--- src/rtl/acia_rx_feeder.sv ---
`default_nettype none
// ============================================================================
// Module      : acia_rx_feeder
// Description : Byte FIFO plus 8N1 serializer that drives the ACIA rx line.
//               The bit rate is latched per frame. Optional idle-high gap
//               bits can follow each stop bit.
// Revision    : 1.0 - initial release
// ============================================================================
module acia_rx_feeder #(
    parameter int ADDR_W        = 4,
    parameter int BIT_CLKS_SLOW = 4096,
    parameter int BIT_CLKS_FAST = 1024,
    parameter int GAP_BITS      = 0
) (
    input  logic              clk,
    input  logic              reset,
    input  logic [7:0]        din,
    input  logic              wr,
    input  logic              rate_sel,
    output logic              tx,
    output logic              full,
    output logic              empty,
    output logic [ADDR_W:0]   count,
    output logic              busy,
    output logic              overflow
);

    localparam int c_DEPTH    = 1 << ADDR_W;
    localparam int c_MAX_CLKS = (BIT_CLKS_SLOW > BIT_CLKS_FAST) ? BIT_CLKS_SLOW : BIT_CLKS_FAST;
    localparam int c_GAP_MULT = (GAP_BITS > 0) ? GAP_BITS : 1;
    localparam int c_CNT_W    = $clog2(c_MAX_CLKS * c_GAP_MULT + 1);

    localparam logic [ADDR_W:0]    c_FULL_CNT      = (ADDR_W+1)'(c_DEPTH);
    localparam logic [c_CNT_W-1:0] c_SLOW_LAST     = c_CNT_W'(BIT_CLKS_SLOW - 1);
    localparam logic [c_CNT_W-1:0] c_FAST_LAST     = c_CNT_W'(BIT_CLKS_FAST - 1);
    localparam logic [c_CNT_W-1:0] c_GAP_SLOW_LAST = c_CNT_W'(c_GAP_MULT * BIT_CLKS_SLOW - 1);
    localparam logic [c_CNT_W-1:0] c_GAP_FAST_LAST = c_CNT_W'(c_GAP_MULT * BIT_CLKS_FAST - 1);

    localparam logic [2:0] c_ST_IDLE  = 3'd0;
    localparam logic [2:0] c_ST_START = 3'd1;
    localparam logic [2:0] c_ST_DATA  = 3'd2;
    localparam logic [2:0] c_ST_STOP  = 3'd3;
    localparam logic [2:0] c_ST_GAP   = 3'd4;

    // Input capture stage and FIFO storage
    logic              r_in_vld;
    logic [7:0]        r_in_data;
    logic [7:0]        r_mem [c_DEPTH];
    logic [ADDR_W-1:0] r_wr_ptr;
    logic [ADDR_W-1:0] r_rd_ptr;
    logic [ADDR_W:0]   r_count;
    logic              r_full;
    logic              r_empty;
    logic              r_overflow;
    logic [ADDR_W:0]   w_count_nxt;
    logic              w_push;
    logic              w_pop;
    logic [7:0]        w_head;

    // Serializer state
    logic [2:0]         r_state;
    logic [c_CNT_W-1:0] r_cnt;
    logic [2:0]         r_bit;
    logic [7:0]         r_shift;
    logic               r_fast;
    logic               r_tx;
    logic               r_busy;
    logic [2:0]         w_state_nxt;
    logic [c_CNT_W-1:0] w_cnt_nxt;
    logic [2:0]         w_bit_nxt;
    logic [7:0]         w_shift_nxt;
    logic               w_fast_nxt;
    logic               w_tx_nxt;
    logic               w_busy_nxt;
    logic               w_try_load;
    logic               w_bit_done;
    logic               w_gap_done;

    // A captured write lands in the FIFO one edge after it is strobed, so a
    // write only commits if the FIFO is not full at that commit edge.
    assign w_push = r_in_vld && !r_full;
    assign w_head = r_mem[r_rd_ptr];

    // Next occupancy from simultaneous push/pop
    always_comb begin
        w_count_nxt = r_count;
        case ({w_push, w_pop})
            2'b10:   w_count_nxt = r_count + 1'b1;
            2'b01:   w_count_nxt = r_count - 1'b1;
            default: w_count_nxt = r_count;
        endcase
    end

    // FIFO pointers, occupancy flags and sticky overflow
    always_ff @(posedge clk) begin
        if (reset) begin
            r_in_vld   <= 1'b0;
            r_in_data  <= 8'h00;
            r_wr_ptr   <= '0;
            r_rd_ptr   <= '0;
            r_count    <= '0;
            r_full     <= 1'b0;
            r_empty    <= 1'b1;
            r_overflow <= 1'b0;
        end else begin
            r_in_vld  <= wr;
            r_in_data <= din;
            if (w_push) r_wr_ptr <= r_wr_ptr + 1'b1;
            if (w_pop)  r_rd_ptr <= r_rd_ptr + 1'b1;
            if (r_in_vld && r_full) r_overflow <= 1'b1;
            r_count <= w_count_nxt;
            r_full  <= (w_count_nxt == c_FULL_CNT);
            r_empty <= (w_count_nxt == '0);
        end
    end

    // FIFO storage write; contents need no reset
    always_ff @(posedge clk) begin
        if (w_push) r_mem[r_wr_ptr] <= r_in_data;
    end

    assign w_bit_done = (r_cnt == (r_fast ? c_FAST_LAST : c_SLOW_LAST));
    assign w_gap_done = (r_cnt == (r_fast ? c_GAP_FAST_LAST : c_GAP_SLOW_LAST));

    // Serializer next-state, bit timing and line level
    always_comb begin
        w_state_nxt = r_state;
        w_cnt_nxt   = r_cnt + 1'b1;
        w_bit_nxt   = r_bit;
        w_shift_nxt = r_shift;
        w_fast_nxt  = r_fast;
        w_tx_nxt    = r_tx;
        w_busy_nxt  = r_busy;
        w_pop       = 1'b0;
        w_try_load  = 1'b0;
        case (r_state)
            c_ST_IDLE: begin
                w_cnt_nxt  = '0;
                w_try_load = 1'b1;
            end
            c_ST_START: begin
                if (w_bit_done) begin
                    w_state_nxt = c_ST_DATA;
                    w_cnt_nxt   = '0;
                    w_bit_nxt   = 3'd0;
                    w_tx_nxt    = r_shift[0];
                end
            end
            c_ST_DATA: begin
                if (w_bit_done) begin
                    w_cnt_nxt = '0;
                    if (r_bit == 3'd7) begin
                        w_state_nxt = c_ST_STOP;
                        w_tx_nxt    = 1'b1;
                    end else begin
                        w_bit_nxt   = r_bit + 1'b1;
                        w_shift_nxt = {1'b0, r_shift[7:1]};
                        w_tx_nxt    = r_shift[1];
                    end
                end
            end
            c_ST_STOP: begin
                if (w_bit_done) begin
                    w_cnt_nxt = '0;
                    if (GAP_BITS > 0) w_state_nxt = c_ST_GAP;
                    else              w_try_load  = 1'b1;
                end
            end
            c_ST_GAP: begin
                if (w_gap_done) w_try_load = 1'b1;
            end
            default: begin
                w_state_nxt = c_ST_IDLE;
                w_tx_nxt    = 1'b1;
                w_busy_nxt  = 1'b0;
            end
        endcase
        // Idle or final clock of a frame: start the next frame back-to-back
        // when a byte is waiting, otherwise return the line to idle.
        if (w_try_load) begin
            w_cnt_nxt = '0;
            if (!r_empty) begin
                w_pop       = 1'b1;
                w_shift_nxt = w_head;
                w_fast_nxt  = rate_sel;
                w_tx_nxt    = 1'b0;
                w_busy_nxt  = 1'b1;
                w_state_nxt = c_ST_START;
            end else begin
                w_tx_nxt    = 1'b1;
                w_busy_nxt  = 1'b0;
                w_state_nxt = c_ST_IDLE;
            end
        end
    end

    // Serializer state register
    always_ff @(posedge clk) begin
        if (reset) begin
            r_state <= c_ST_IDLE;
            r_cnt   <= '0;
            r_bit   <= 3'd0;
            r_shift <= 8'h00;
            r_fast  <= 1'b0;
            r_tx    <= 1'b1;
            r_busy  <= 1'b0;
        end else begin
            r_state <= w_state_nxt;
            r_cnt   <= w_cnt_nxt;
            r_bit   <= w_bit_nxt;
            r_shift <= w_shift_nxt;
            r_fast  <= w_fast_nxt;
            r_tx    <= w_tx_nxt;
            r_busy  <= w_busy_nxt;
        end
    end

    assign tx       = r_tx;
    assign busy     = r_busy;
    assign full     = r_full;
    assign empty    = r_empty;
    assign count    = r_count;
    assign overflow = r_overflow;

endmodule
`default_nettype wire

--- config.mk ---
export PLATFORM = sky130hd
export DESIGN_NAME = acia_rx_feeder
export DESIGN_NICKNAME = d
export VERILOG_FILES = /design/src/rtl/acia_rx_feeder.sv
export SDC_FILE = /design/constraint.sdc
export NUM_CORES = 1
export LEC_CHECK = 0
export BUFFER_PORTS_ARGS = -buffer_cell sky130_fd_sc_hd__clkbuf_2
export CORE_ASPECT_RATIO = 0.5
export CORE_UTILIZATION = 58
export CTS_BUF_LIST = sky130_fd_sc_hd__clkbuf_2 sky130_fd_sc_hd__clkbuf_4 sky130_fd_sc_hd__clkbuf_8
export CTS_CLUSTER_SIZE = 8
export DETAILED_ROUTE_END_ITERATION = 16
export PLACE_DENSITY = 0.77
export SLEW_MARGIN = 20
export SYNTH_ARGS = -nofsm -noshare
export SYNTH_HDL_FRONTEND = slang
export SYNTH_SLANG_ARGS = --single-unit
--- constraint.sdc ---
create_clock -name clk -period 3.05 [get_ports clk]
set_input_delay 0.305 -clock clk [delete_from_list [all_inputs] [get_ports clk]]
set_output_delay 0.305 -clock clk [all_outputs]
set_load 0.1 [all_outputs]
==> metrics <==
Final Hold Viols=0; port bufs=21; startpoint types=flip-flop; top cells by area, synth=edfxtp_1, dfxtp_1, mux4_2; largest area contributor in the netlist=edfxtp_1; status=finished, violations left; Slew @ Worst Pin=0.8977 ns; number of diodes=0; final setup vio count=2; Crit path max-delay family=compound AO/OA/AOI/OAI gates; total gr overflow=0; num rows=29; Clock Skew=0.01548 ns; synth warn=0; most common cell in the synthesized netlist=edfxtp_1; Nets=560; worst-path fanout max=4; CTS buffer count=17; gr usage total=22.04%; Fmax=between 300 and 400 MHz; fin crit share=100.6%; Area Growth Syn to Fin=12.47%; Final WS setup=-0.01799 ns; failing checks=negative setup slack; EDFF count, synth=128; Setup CP Type=flip-flop to flip-flop; CP Capture Type=flip-flop; Syn Nets=522; Top Ports=22; Leak=2.826 nW; Setup TNS=-0.02162 ns; DP Worst Slack=-0.06365 ns; async set-reset flop share out of synthesis=0%; cells after synthesis=496; layout cell share with drive strength beyond 1=between 20% and 30%; Sequential Power Share=44.2%; worst endpoint data arrival time=3.46 ns; Root Buffer=clkbuf_8; combinational share of power=roughly 30%; CP required=3.45 ns; vias per cell=5.937; Netlist cell types=54; Hold Crit Class=primary input to flip-flop; Hold Crit Depth=2; sequential share of the synthesized area=66.31%; pin count of the biggest net entering global routing=46; share of the synthesized area in the top cell type=50.93%; Psw=2.355 mW; DRT Pass-1 Iters=5; RePlAce Congestion=0.8372; most frequent cells after synthesis=edfxtp_1, nor2_1, dfxtp_1; PD cells=807.8 nW/um2; Die Y=between 80 and 90 um; CTS Buffer Depth=2; Synth Cell Area=7547 um2; Iteration-0 DRC Markers=395; Primary FF master, synth=edfxtp_1; design area=8488 um2; Relative slew margins=about 40%; Chip Width=163.3 um; minimum clock period=3.068 ns; Slew Viols, Final=0; clock-pin slew on the worst setup and hold paths=0.10 ns; wire per inst=19.85 um; slowest CP cell=or4bb_4; Core Region=~13000 um2; Power Internal=around 4.5 mW; Placed Instance Area=7926 um2; dpl cells=681; clock share of power=approximately a quarter; DRC=0; initial core utilization=59.60%; RSZ-0062 raised after global routing=yes; vias in the first global route=~3900; DP HPWL=9240 um; # hold bufs at CTS=0; first-pass GRT wire length=about 21000 um; Routed WL=approximately 14000 um; Worst path depth=11; CTS Sinks=approximately 190; initial antenna violation count=0; Die Area=13500 um2; Max Cap Viol=0; Syn Area/Cell=15.22 um2; Yosys reg bits=roughly 190; final cell count without fillers=717; peak supply drop=around 870 uV; ANT nets after route=0; Worst path max stage delay=0.55 ns; WP buf/inv=0; sw frac=34.35%; FF-to-FF path depth=11; CTS tree=done; Clock Latency Late Sink=0.45 ns; htree depth=4; crit path cell chain=or4bb_4, a2111oi_4, a21o_2, nand2_2, xnor2_2, ha_2, o31ai_1, o21ai_0, a31o_2, a21oi_4, o311a_1; vias=4257
cells by family after synthesis:
family / count (synthesis) / share of synthesized area [%]
flops: 186 / 66.31
simple gates: 145 / 9.615
xor+xnor: 19 / 2.205
buf+inv: 37 / 1.973
mux: 48 / 13.00
compound gates: 47 / 4.576
fa+ha+maj: 14 / 2.321
registers in the layout (all words and copies together), names as in the netlist, named ones only:
name / count
r_state: 2
tx: 1
busy: 1
r_in_data: 8
count: 5
empty: 1
full: 1
r_fast: 1
r_in_vld: 1
r_rd_ptr: 4
r_bit: 3
r_cnt: 13
r_wr_ptr: 4
r_shift: 8
overflow: 1
r_mem: 128
power by group through the flow:
stage,registers (mW),clock network [mW],logic [mW]
after CTS,3.02,1.84,1.84
after global routing,3.06,1.93,2.15
after global placement,3.07,0,1.81
after floorplan,3.27,0,1.21
final,3.03,1.82,2.01
after detailed placement,3.08,0,1.83
layer usage:
layer	global-route usage (%)	share of wire (%)
met1	30.88	46
met2	33.94	47
met3	6.094	6.2
met4	6.636	0.79
met5	0	0
area by class of cell:
| class | instances | area (um2) |
|---|---|---|
| fill | 829 | 4175 |
| clock buffer | 17 | 234.0 |
| inverter | 12 | 45.04 |
| sequential | 186 | 5009 |
| timing repair buffer | 44 | 290.3 |
| multi-input combinational | 273 | 2480 |
| clock inverter | 15 | 217.7 |
| tap | 170 | 212.7 |
cell usage in the layout, fill, tap and decap left out, types with 2 or more instances in the layout:
cell,instances
or4b_4,2
clkinv_4,2
clkbuf_2,21
inv_8,6
nor3_1,15
nand4_1,7
bufinv_16,3
mux4_2,40
xor2_1,12
mux2i_1,8
a21boi_1,2
nor2_1,59
o21ba_1,2
nand3_1,7
dfxtp_1,55
dfxtp_2,3
buf_4,22
nand2b_1,3
edfxtp_1,128
nor4_4,3
o21ai_0,6
nand2_1,24
a22oi_1,3
inv_1,12
ha_1,12
xnor2_1,6
or3_1,3
nor2b_1,10
a211oi_1,7
inv_6,3
clkbuf_8,17
ha_2,2
a21oi_1,10
nand2_2,2
a21oi_2,2
stage by stage:
step           power (mW)  hold slack (ns)  util, %
6_report            6.856          0.05352    67.03
5_1_grt             7.141          0.05459    67.03
4_1_cts             6.707          0.03518    66.19
3_5_place_dp        4.915           0.4518    62.59
3_3_place_gp        4.883           0.4296    62.59
2_1_floorplan       4.484           0.4175        -
path summary, 6_finish.rpt:
path / startpoint / endpoint / slack [ns]
worst max-delay path: r_cnt[11] / full / -0.02
worst min-delay path: din[5] / r_in_data[5] / 0.05
worst max register to register: r_cnt[11] / full / -0.02
worst min register to register: r_cnt[0] / r_cnt[0] / 0.46
what timing repair did:
action,CTS,global route
gates resized for setup,1,16
pin swaps,0,5
endpoints found under the setup margin,1,4
buffers inserted,0,4
Power figures use the tool's default switching activity.
